`src/rtl/toycpu_dmem_io_pkg.sv`:
```
// ============================================================================
//  Module   : toycpu_dmem_io_pkg
//  Desc     : Shared I/O offsets, STAT bit positions and serial TX states
//             for the toycpu data-side memory.
//  Revision : 1.0  initial release
// ============================================================================
`default_nettype none

package toycpu_dmem_io_pkg;

    // I/O register offsets relative to IO_BASE
    localparam logic [15:0] IO_LED   = 16'd0;
    localparam logic [15:0] IO_TXD   = 16'd1;
    localparam logic [15:0] IO_STAT  = 16'd2;
    localparam logic [15:0] IO_TIMER = 16'd3;

    // STAT register bit positions
    localparam int STAT_FULL  = 0;
    localparam int STAT_EMPTY = 1;
    localparam int STAT_BUSY  = 2;
    localparam int STAT_OVF   = 3;

    typedef enum logic [1:0] {
        TX_IDLE  = 2'd0,
        TX_START = 2'd1,
        TX_DATA  = 2'd2,
        TX_STOP  = 2'd3
    } tx_state_e;

endpackage

`default_nettype wire

```
`src/rtl/toycpu_dmem_io_if.sv`:
```
// ============================================================================
//  Module   : toycpu_dmem_io_if
//  Desc     : CPU data bus: word address, write strobe, write and read data.
//  Revision : 1.0  initial release
// ============================================================================
`default_nettype none

interface toycpu_dmem_io_if;
    logic [15:0] mem_addr;
    logic        mem_we;
    logic [15:0] mem_wdata;
    logic [15:0] mem_rdata;

    modport master (
        output mem_addr,
        output mem_we,
        output mem_wdata,
        input  mem_rdata
    );

    modport slave (
        input  mem_addr,
        input  mem_we,
        input  mem_wdata,
        output mem_rdata
    );
endinterface

`default_nettype wire

```
`src/rtl/toycpu_uart_tx.sv`:
```
// ============================================================================
//  Module   : toycpu_uart_tx
//  Desc     : 8N1 serial transmitter, byte-in with valid/ready, registered tx.
//  Revision : 1.0  initial release
// ============================================================================
`default_nettype none

module toycpu_uart_tx
    import toycpu_dmem_io_pkg::*;
#(
    parameter int BAUD_DIV = 16
) (
    input  wire logic       clk,
    input  wire logic       rst,
    input  wire logic       in_valid,
    input  wire logic [7:0] in_data,
    output logic            in_ready,
    output logic            tx,
    output logic            busy
);

    localparam int CW = (BAUD_DIV > 1) ? $clog2(BAUD_DIV) : 1;
    localparam logic [CW-1:0] CNT_LAST = CW'(BAUD_DIV - 1);

    tx_state_e       state_q, state_d;
    logic [CW-1:0]   cnt_q, cnt_d;
    logic [2:0]      bit_q, bit_d;
    logic [7:0]      shift_q, shift_d;
    logic            tx_q, tx_d;
    logic            last_cycle;

    always_ff @(posedge clk or posedge rst) begin
        if (rst) begin
            state_q <= TX_IDLE;
            cnt_q   <= '0;
            bit_q   <= '0;
            shift_q <= '0;
            tx_q    <= 1'b1;
        end else begin
            state_q <= state_d;
            cnt_q   <= cnt_d;
            bit_q   <= bit_d;
            shift_q <= shift_d;
            tx_q    <= tx_d;
        end
    end

    assign last_cycle = (cnt_q == CNT_LAST);

    always_comb begin
        state_d  = state_q;
        cnt_d    = cnt_q + CW'(1);
        bit_d    = bit_q;
        shift_d  = shift_q;
        in_ready = 1'b0;
        case (state_q)
            TX_IDLE: begin
                cnt_d    = '0;
                in_ready = 1'b1;
                if (in_valid) begin
                    state_d = TX_START;
                    shift_d = in_data;
                end
            end
            TX_START: begin
                if (last_cycle) begin
                    state_d = TX_DATA;
                    cnt_d   = '0;
                    bit_d   = '0;
                end
            end
            TX_DATA: begin
                if (last_cycle) begin
                    cnt_d   = '0;
                    shift_d = {1'b0, shift_q[7:1]};
                    if (bit_q == 3'd7) begin
                        state_d = TX_STOP;
                    end else begin
                        bit_d = bit_q + 3'd1;
                    end
                end
            end
            TX_STOP: begin
                if (last_cycle) begin
                    // Accept the next byte here so consecutive frames abut.
                    cnt_d    = '0;
                    in_ready = 1'b1;
                    if (in_valid) begin
                        state_d = TX_START;
                        shift_d = in_data;
                    end else begin
                        state_d = TX_IDLE;
                    end
                end
            end
            default: begin
                state_d = TX_IDLE;
                cnt_d   = '0;
            end
        endcase

        case (state_d)
            TX_START: tx_d = 1'b0;
            TX_DATA:  tx_d = shift_d[0];
            default:  tx_d = 1'b1;
        endcase
    end

    assign tx   = tx_q;
    assign busy = (state_q != TX_IDLE);

endmodule

`default_nettype wire

```
`src/rtl/toycpu_dmem_io.sv`:
```
// ============================================================================
//  Module   : toycpu_dmem_io
//  Desc     : Data RAM plus memory-mapped LED, serial TX FIFO, status and
//             optional cycle timer (enabled by TOYCPU_DMEM_TIMER_EN).
//  Revision : 1.0  initial release
// ============================================================================
`default_nettype none

module toycpu_dmem_io
    import toycpu_dmem_io_pkg::*;
#(
    parameter int          DMEM_AW    = 8,
    parameter int          FIFO_DEPTH = 4,
    parameter int          BAUD_DIV   = 16,
    parameter logic [15:0] IO_BASE    = 16'hFF00
) (
    input  wire logic            clk,
    input  wire logic            rst,
    toycpu_dmem_io_if.slave      bus,
    output logic [7:0]           led,
    output logic                 tx
);

    localparam int RAM_WORDS = 1 << DMEM_AW;
    localparam int PW        = $clog2(FIFO_DEPTH);

    // ---------------- address decode ----------------
    logic        is_io;
    logic [15:0] io_off;
    logic        wr_ram, wr_led, wr_txd, wr_stat;

    assign is_io   = (bus.mem_addr >= IO_BASE);
    assign io_off  = bus.mem_addr - IO_BASE;
    assign wr_ram  = bus.mem_we && !is_io;
    assign wr_led  = bus.mem_we && is_io && (io_off == IO_LED);
    assign wr_txd  = bus.mem_we && is_io && (io_off == IO_TXD);
    assign wr_stat = bus.mem_we && is_io && (io_off == IO_STAT);

    // ---------------- data RAM ----------------
    logic [15:0] ram_q [RAM_WORDS];

    always_ff @(posedge clk) begin
        if (wr_ram) begin
            ram_q[bus.mem_addr[DMEM_AW-1:0]] <= bus.mem_wdata;
        end
    end

    // ---------------- TX FIFO ----------------
    logic [7:0]  fifo_q [FIFO_DEPTH];
    logic [PW:0] wr_ptr_q, wr_ptr_d, rd_ptr_q, rd_ptr_d;
    logic        fifo_empty, fifo_full, push, pop;
    logic        tx_ready, tx_busy;

    // Both flags reflect state before this cycle's pop, so a write to a full
    // FIFO is dropped even if the transmitter frees a slot on the same edge.
    assign fifo_empty = (wr_ptr_q == rd_ptr_q);
    assign fifo_full  = (wr_ptr_q[PW] != rd_ptr_q[PW]) &&
                        (wr_ptr_q[PW-1:0] == rd_ptr_q[PW-1:0]);
    assign push       = wr_txd && !fifo_full;
    assign pop        = tx_ready && !fifo_empty;
    assign wr_ptr_d   = wr_ptr_q + {{PW{1'b0}}, push};
    assign rd_ptr_d   = rd_ptr_q + {{PW{1'b0}}, pop};

    always_ff @(posedge clk) begin
        if (push) begin
            fifo_q[wr_ptr_q[PW-1:0]] <= bus.mem_wdata[7:0];
        end
    end

    // ---------------- control registers ----------------
    logic [7:0] led_q, led_d;
    logic       ovf_q, ovf_d;

    always_comb begin
        led_d = led_q;
        ovf_d = ovf_q;
        if (wr_led) begin
            led_d = bus.mem_wdata[7:0];
        end
        if (wr_stat) begin
            ovf_d = 1'b0;
        end
        if (wr_txd && fifo_full) begin
            ovf_d = 1'b1;
        end
    end

    always_ff @(posedge clk or posedge rst) begin
        if (rst) begin
            led_q    <= '0;
            ovf_q    <= 1'b0;
            wr_ptr_q <= '0;
            rd_ptr_q <= '0;
        end else begin
            led_q    <= led_d;
            ovf_q    <= ovf_d;
            wr_ptr_q <= wr_ptr_d;
            rd_ptr_q <= rd_ptr_d;
        end
    end

    // ---------------- optional cycle timer ----------------
    logic [15:0] timer_rd;

`ifdef TOYCPU_DMEM_TIMER_EN
    logic [15:0] timer_q, timer_d;

    assign timer_d = timer_q + 16'd1;

    always_ff @(posedge clk or posedge rst) begin
        if (rst) begin
            timer_q <= '0;
        end else begin
            timer_q <= timer_d;
        end
    end

    assign timer_rd = timer_q;
`else
    assign timer_rd = 16'h0000;
`endif

    // ---------------- serial transmitter ----------------
    toycpu_uart_tx #(
        .BAUD_DIV (BAUD_DIV)
    ) u_uart_tx (
        .clk      (clk),
        .rst      (rst),
        .in_valid (!fifo_empty),
        .in_data  (fifo_q[rd_ptr_q[PW-1:0]]),
        .in_ready (tx_ready),
        .tx       (tx),
        .busy     (tx_busy)
    );

    // ---------------- read path ----------------
    logic [15:0] stat_word;

    always_comb begin
        stat_word            = '0;
        stat_word[STAT_FULL]  = fifo_full;
        stat_word[STAT_EMPTY] = fifo_empty;
        stat_word[STAT_BUSY]  = tx_busy;
        stat_word[STAT_OVF]   = ovf_q;
    end

    always_comb begin
        bus.mem_rdata = 16'h0000;
        if (!is_io) begin
            bus.mem_rdata = ram_q[bus.mem_addr[DMEM_AW-1:0]];
        end else begin
            case (io_off)
                IO_LED:   bus.mem_rdata = {8'h00, led_q};
                IO_STAT:  bus.mem_rdata = stat_word;
                IO_TIMER: bus.mem_rdata = timer_rd;
                default:  bus.mem_rdata = 16'h0000;
            endcase
        end
    end

    assign led = led_q;

endmodule

`default_nettype wire

```
`src/flat_wrapper.sv`:
```
// flat-port wrapper written by rule: the top's interface ports become plain ports
module toycpu_dmem_io_flat import toycpu_dmem_io_pkg::*;
#(
    parameter int          DMEM_AW    = 8,
    parameter int          FIFO_DEPTH = 4,
    parameter int          BAUD_DIV   = 16,
    parameter logic [15:0] IO_BASE    = 16'hFF00
)
  (clk, rst, led, tx, bus_mem_addr, bus_mem_we, bus_mem_wdata, bus_mem_rdata);
  toycpu_dmem_io_if bus_i ();
  input  wire logic clk;
  input  wire logic rst;
  output logic [7:0] led;
  output logic tx;
  input wire logic [$bits(bus_i.mem_addr)-1:0] bus_mem_addr;
  input wire logic [$bits(bus_i.mem_we)-1:0] bus_mem_we;
  input wire logic [$bits(bus_i.mem_wdata)-1:0] bus_mem_wdata;
  output wire logic [$bits(bus_i.mem_rdata)-1:0] bus_mem_rdata;
  assign bus_i.mem_addr = bus_mem_addr;
  assign bus_i.mem_we = bus_mem_we;
  assign bus_i.mem_wdata = bus_mem_wdata;
  assign bus_mem_rdata = bus_i.mem_rdata;
  toycpu_dmem_io #(.DMEM_AW(DMEM_AW), .FIFO_DEPTH(FIFO_DEPTH), .BAUD_DIV(BAUD_DIV), .IO_BASE(IO_BASE)) u_core (.clk(clk), .rst(rst), .bus(bus_i), .led(led), .tx(tx));
endmodule
```
`config.mk`:
```
export PLATFORM = sky130hd
export DESIGN_NAME = toycpu_dmem_io_flat
export DESIGN_NICKNAME = d
export VERILOG_FILES = /design/src/rtl/toycpu_dmem_io_pkg.sv /design/src/rtl/toycpu_dmem_io_if.sv /design/src/rtl/toycpu_uart_tx.sv /design/src/rtl/toycpu_dmem_io.sv /design/src/flat_wrapper.sv
export SDC_FILE = /design/constraint.sdc
export NUM_CORES = 2
export LEC_CHECK = 0
export CORE_ASPECT_RATIO = 1.1
export CORE_MARGIN = 8
export CORE_UTILIZATION = 61
export DETAILED_ROUTE_END_ITERATION = 7
export GPL_TIMING_DRIVEN = 0
export PLACE_DENSITY_LB_ADDON = 0.15
export REMOVE_ABC_BUFFERS = 1
export SETUP_SLACK_MARGIN = 0.05
export SKIP_CTS_REPAIR_TIMING = 1
export SYNTH_ARGS = -nofsm -noshare
export SYNTH_HDL_FRONTEND = slang
export SYNTH_MEMORY_MAX_BITS = 65536
export SYNTH_SLANG_ARGS = --single-unit
```
`constraint.sdc`:
```
create_clock -name clk -period 7 [get_ports clk]
set_clock_uncertainty 0.05 [all_clocks]
set_input_delay 2.1 -clock clk [delete_from_list [all_inputs] [get_ports clk]]
set_output_delay 2.1 -clock clk [all_outputs]
set_load 0.05 [all_outputs]
```
# Word-level counts from Yosys, hierarchy flattened
# Memory sizes are Yosys's and may differ from the RTL's.
# Index checks and enable logic that the tools add are counted.
# classes
n_addsub	5
n_lt_le_gt_ge	1
eq_ne	16
muxes	28
n_reduce_logical	21
# op_table
cell	count
8-bit 2-to-1 mux	3
8-bit one-hot mux with 3 select lines	1
16-bit by 1-bit equality test with 1-bit output (second input constant)	1
16-bit by 2-bit equality test with 1-bit output (second input constant)	1
16-bit greater-or-equal comparator (second input constant)	1
16-bit logical NOT	1
16-bit 2-to-1 mux	1
8-bit one-hot mux with 2 select lines	1
16-bit subtractor (second input constant)	1
2-bit 2-to-1 mux	5
1-bit logical AND	9
3-bit 2-to-1 mux	3
1-bit 2-to-1 mux	8
2-bit inequality test (second input constant)	4
2-bit one-hot mux with 4 select lines	1
4-bit one-hot mux with 2 select lines	1
3-bit by 1-bit adder with 3-bit output	2
2-bit equality test (second input constant)	3
3-bit one-hot mux with 2 select lines	1
2-bit nonzero test	3
4-bit by 1-bit adder with 4-bit output (second input constant)	1
2-bit by 1-bit equality test with 1-bit output (second input constant)	2
4-bit equality test (second input constant)	1
4-bit 2-to-1 mux	1
other kinds (12)	15
# totals
ff_bits	33
ram_bits	4128
wordCells	83
memories	2
# memory_table
memory	words	word_bits	read_ports	rd_ports_with_merged_regs	wr	line	rtl
u_core.ram_q	256	16	1	0	1	toycpu_dmem_io.sv:40	logic [15:0] ram_q [RAM_WORDS];
u_core.fifo_q	4	8	1	0	1	toycpu_dmem_io.sv:49	logic [7:0] fifo_q [FIFO_DEPTH];

# Depth between registers and ports, before layout
# depth
ltp_word	6
ltp_mapped	13
mapped_depth_nobuf	8

# Cells and area by module
# A second synthesis with hierarchy kept.
# hier_totals
cells_unflattened	7352
hier_area_um2	160953.1
# modules_own_cells
module	n_inst	cells_per_inst	area_per_inst_um2
toycpu_dmem_io	1	7227	159802.0
toycpu_uart_tx	1	125	1151.1

# Least setup slack after synthesis
# Ideal clock, no wire load.
# synth_timing
path_type	input-to-output
startpoint	input bus_mem_addr[1]
endpoint	output bus_mem_rdata[10]
t_arrival_ps	4895
required_time_ps	4850
setup_slack_ps	-45
stages	12
path_cell_list	buf_4 buf_4 buf_4 buf_4 buf_1 mux4_2 mux2i_1 a22oi_1 nand2_1 o21ai_0 a21oi_1 o21ai_0
# synth_via
elab_chain_len	2
elab_cells_between_ends	3
# synth_rtl
item	line	rtl
start, declared	flat_wrapper.sv:15	input wire logic [$bits(bus_i.mem_addr)-1:0] bus_mem_addr;
memory read 256 x 16 bit / 16-bit greater-or-equal comparator (equally long branches)	-	
16-bit 2-to-1 mux (*)	toycpu_dmem_io.sv:149	if (!is_io) begin
end, declared	flat_wrapper.sv:18	output wire logic [$bits(bus_i.mem_rdata)-1:0] bus_mem_rdata;
# Every way passes the cells marked *; elsewhere a longest branch is shown, timed or not.

# Final worst setup path
# layout_timing
startpoint	input bus_mem_addr[0]
endpoint	output bus_mem_rdata[1]
# layout_via
elab_chain_len	4
elab_cells_between_ends	7
# layout_rtl
item	line	rtl
16-bit subtractor	toycpu_dmem_io.sv:33	assign io_off = bus.mem_addr - IO_BASE;
16-bit by 2-bit equality test with 1-bit output / 16-bit logical NOT (equally long branches)	toycpu_dmem_io.sv:152	case (io_off)
8-bit one-hot mux with 2 select lines	toycpu_dmem_io.sv:152	
16-bit 2-to-1 mux (*)	toycpu_dmem_io.sv:149	
# Marked as above.

==> reports/results.txt <==
Initial antenna violation count = 21
Initial Util = 0.612
Power per Cell Area = 280 nW/um^2
Post-DRT Antenna Nets = 0
Startpoint Class = input pin
# port buffers = 59
Final Hold Viols = 0
Yosys cell types = 71
DRC Markers = 0
Final setup fails = 16
Die height = 554 um
DR WL/cell = 41.3 um
Vias in the first global route = 79000
Crit path DAT = 5.57 ns
Worst Setup End Kind = output port
Max Cap Viol = 1
Worst Hold Depth = 1
Final Instance Area = 189000 um^2
Share of cells above drive strength 1 = 0.337
Largest family of logic cells by synthesized area = multiplexers
Largest net degree at the start of global routing = 165
Gr ovfl total = 0
CP max stage cell = a221oi_4
Drt initial violations = 13600
Comb pwr share = 0.069
Post-synth EDFFs = 4128
Run status = finished, violations left
Site Rows = 197
First-pass GRT wire length = 595 mm
Clk_lat worst skew = 0.92 ns
Simple-Gate Fraction of Synth Area = 0.0187
Multiplexer area fraction after synthesis = 0.164
XOR/XNOR Fraction of Synth Area = 0.000328
CTS max path bufs = 4
Largest cells by area after synthesis = edfxtp_1, mux4_2, mux2i_1
Seq pwr share = 0.522
Async SR Flop Fraction = 0.00793
Setup WS pre-CTS = -4.10 ns
Post-Synthesis Cell Area = 160000 um^2
Internal Pwr Total = 41100 uW
Dpl cell area = 170000 um^2
Clock share of power = 0.409
P_sw = 11700 uW
CP max stage delay = 0.51 ns
RSZ-0062 raised after global routing = yes
Post-synth top flop = edfxtp_1
Fmax = 130 MHz
Max FO, Critical Path = 8
Total Wirelength = 481 mm
Ports = 60
WS Path Type = input pin to output port
TNS Setup = -9.26 ns
Seq/Total Area, Yosys = 0.778
HP Class = flip-flop to flip-flop
Maximum vdd ir drop = 0.302 mV
Core box area = 262000 um^2
CTS tree = built
Syn Area/Cell = 22.4 um^2
Die Wd = 505 um
Final Worst Setup Slack = -0.720 ns
CTS buffer count = 403
DR vias = 83800
Failing checks = capacitance limit, slew limit, setup timing
Min Clock Period, post-route = 7.72 ns
Cells after synthesis = 7168
Dpl hpwl = 260 mm
Clock transition at the registers of the reported paths = 0.06 ns
Relative max-transition margin = -0.0492
CTS H-tree depth = 5
Synth warn = 0
R2R depth = 5
Num Clock Sinks = 4161
Slew Limit Fails = 10
Critical Path RT = 4.85 ns
Fin crit share = 1.10
RePlAce Congestion = 0.834
Nets = 7861
#FFs+latches synth = 4161
Worst-Margin Slew = 1.57 ns
Critical Path Most Common Cell = buf_16
Post-synth top area cell = edfxtp_1
Most common cell after layout, fill and taps aside = edfxtp_1
Share of the synthesized area in the top cell type = 0.773
Gr usage total = 0.299
Most frequent cells in the layout = edfxtp_1, mux4_2, clkbuf_16, mux2i_1, nor2_2
Area Overhead vs Synth = 17.6%
P_leak = 0.0600 uW
Avg Vias per Cell = 7.20
Crit-path cells = buf_16 -> buf_16 -> buf_16 -> clkbuf_16 -> clkbuf_16 -> mux4_2 -> mux2i_1 -> a22oi_1 -> nand3_2 -> nand4_1 -> a221oi_4 -> nor2_2 -> buf_6
Net Sw Frac = 0.221
CTS Root Cell = clkbuf_16
Area share of fa/ha/maj cells after synthesis = 0.000858
Die area = 280000 um^2
Initial DRT Pass Iterations = 8
Synth Area in Compound Gates = 0.0238
layout make-up:
type | instances | area (um^2)
antenna | 9 | 22.5
clock buffer | 506 | 10700
clock inverter | 228 | 2170
fill | 14600 | 73300
inverter | 10 | 37.5
multi-input combinational | 2585 | 35700
sequential | 4161 | 125000
tap | 3482 | 4360
timing repair buffer | 654 | 10700
cell usage after synthesis, drive strengths merged, types with 6 or more instances:
| cell type | count |
|---|---|
| o221ai | 10 |
| o22a | 10 |
| a211oi | 6 |
| clkbuf | 123 |
| o21ai | 55 |
| a22o | 29 |
| nor2 | 325 |
| nand3 | 61 |
| nor4 | 17 |
| or4 | 7 |
| mux2 | 31 |
| and2 | 8 |
| a221oi | 19 |
| o211ai | 10 |
| o2111ai | 7 |
| a22oi | 163 |
| nand3b | 9 |
| mux2i | 320 |
| buf | 292 |
| edfxtp | 4128 |
| a31oi | 33 |
| o22ai | 96 |
| mux4 | 1007 |
| nor2b | 29 |
| nor3 | 29 |
| nand2b | 11 |
| nand4 | 16 |
| inv | 10 |
| dfrtp | 32 |
| o31ai | 9 |
| ha | 11 |
| nand2 | 113 |
| a32oi | 9 |
| a21oi | 64 |
worst max-delay path, delay by kind of cell:
kind            cells  cell delay, ns
buf+inv             6            1.08
mux                 2            0.93
compound gates      2            0.71
simple gates        3            0.60
state kept, by name, summed over array words and instances (netlist names):
signal	count
u_core.u_uart_tx.shift_q	8
u_core.ovf_q	1
u_core.u_uart_tx.tx	1
u_core.rd_ptr_q	3
u_core.u_uart_tx.cnt_q	4
u_core.u_uart_tx.state_q	2
u_core.fifo_q	32
u_core.led	8
u_core.ram_q	4096
u_core.u_uart_tx.bit_q	3
u_core.wr_ptr_q	3
worst paths after layout:
path                                    start                         to  slack, ns
min in group asynchronous                 rst  u_core.u_uart_tx.bit_q[0]       1.79
min reg2reg                u_core.rd_ptr_q[2]         u_core.rd_ptr_q[2]       0.43
max                           bus_mem_addr[0]           bus_mem_rdata[1]      -0.72
min                        u_core.rd_ptr_q[2]         u_core.rd_ptr_q[2]       0.43
max reg2reg                u_core.rd_ptr_q[0]        u_core.fifo_q[0][1]       3.64
max in group asynchronous                 rst              u_core.led[1]       4.59
per-layer routing:
layer	vias up	share of wire	track usage
met1	44200	0.34	0.403
met5	-	0.00015	0
met2	6551	0.47	0.474
met4	10	0.069	0.144
li1	31800	-	-
met3	1211	0.12	0.0665
stage by stage:
step | utilization | hold WS (ns) | instances | power [uW]
3_3_place_gp | 0.623 | 0.425 | 10300 | 35600
6_report | 0.720 | 0.434 | 11600 | 52800
4_1_cts | 0.698 | 0.441 | 11400 | 52200
2_1_floorplan | - | 0.409 | 6753 | 29300
5_1_grt | 0.720 | 0.465 | 11600 | 53800
3_5_place_dp | 0.649 | 0.429 | 10600 | 31100
cell families after synthesis:
logic type	after synthesis
AO/OA/AOI/OAI	549
XOR/XNOR	6
flip-flops	4161
adder cells (fa/ha/maj)	11
AND/OR/NAND/NOR	658
buffers and inverters	425
multiplexers	1358
power groups by stage:
stage | logic, uW | registers [uW] | clock network (uW)
3_5_place_dp | 3020 | 28100 | 0
2_1_floorplan | 1250 | 28100 | 0
5_1_grt | 3710 | 27500 | 22600
3_3_place_gp | 7190 | 28400 | 0
6_report | 3630 | 27500 | 21600
4_1_cts | 3030 | 27500 | 21600
No activity file was read; power rests on OpenSTA's default activity.
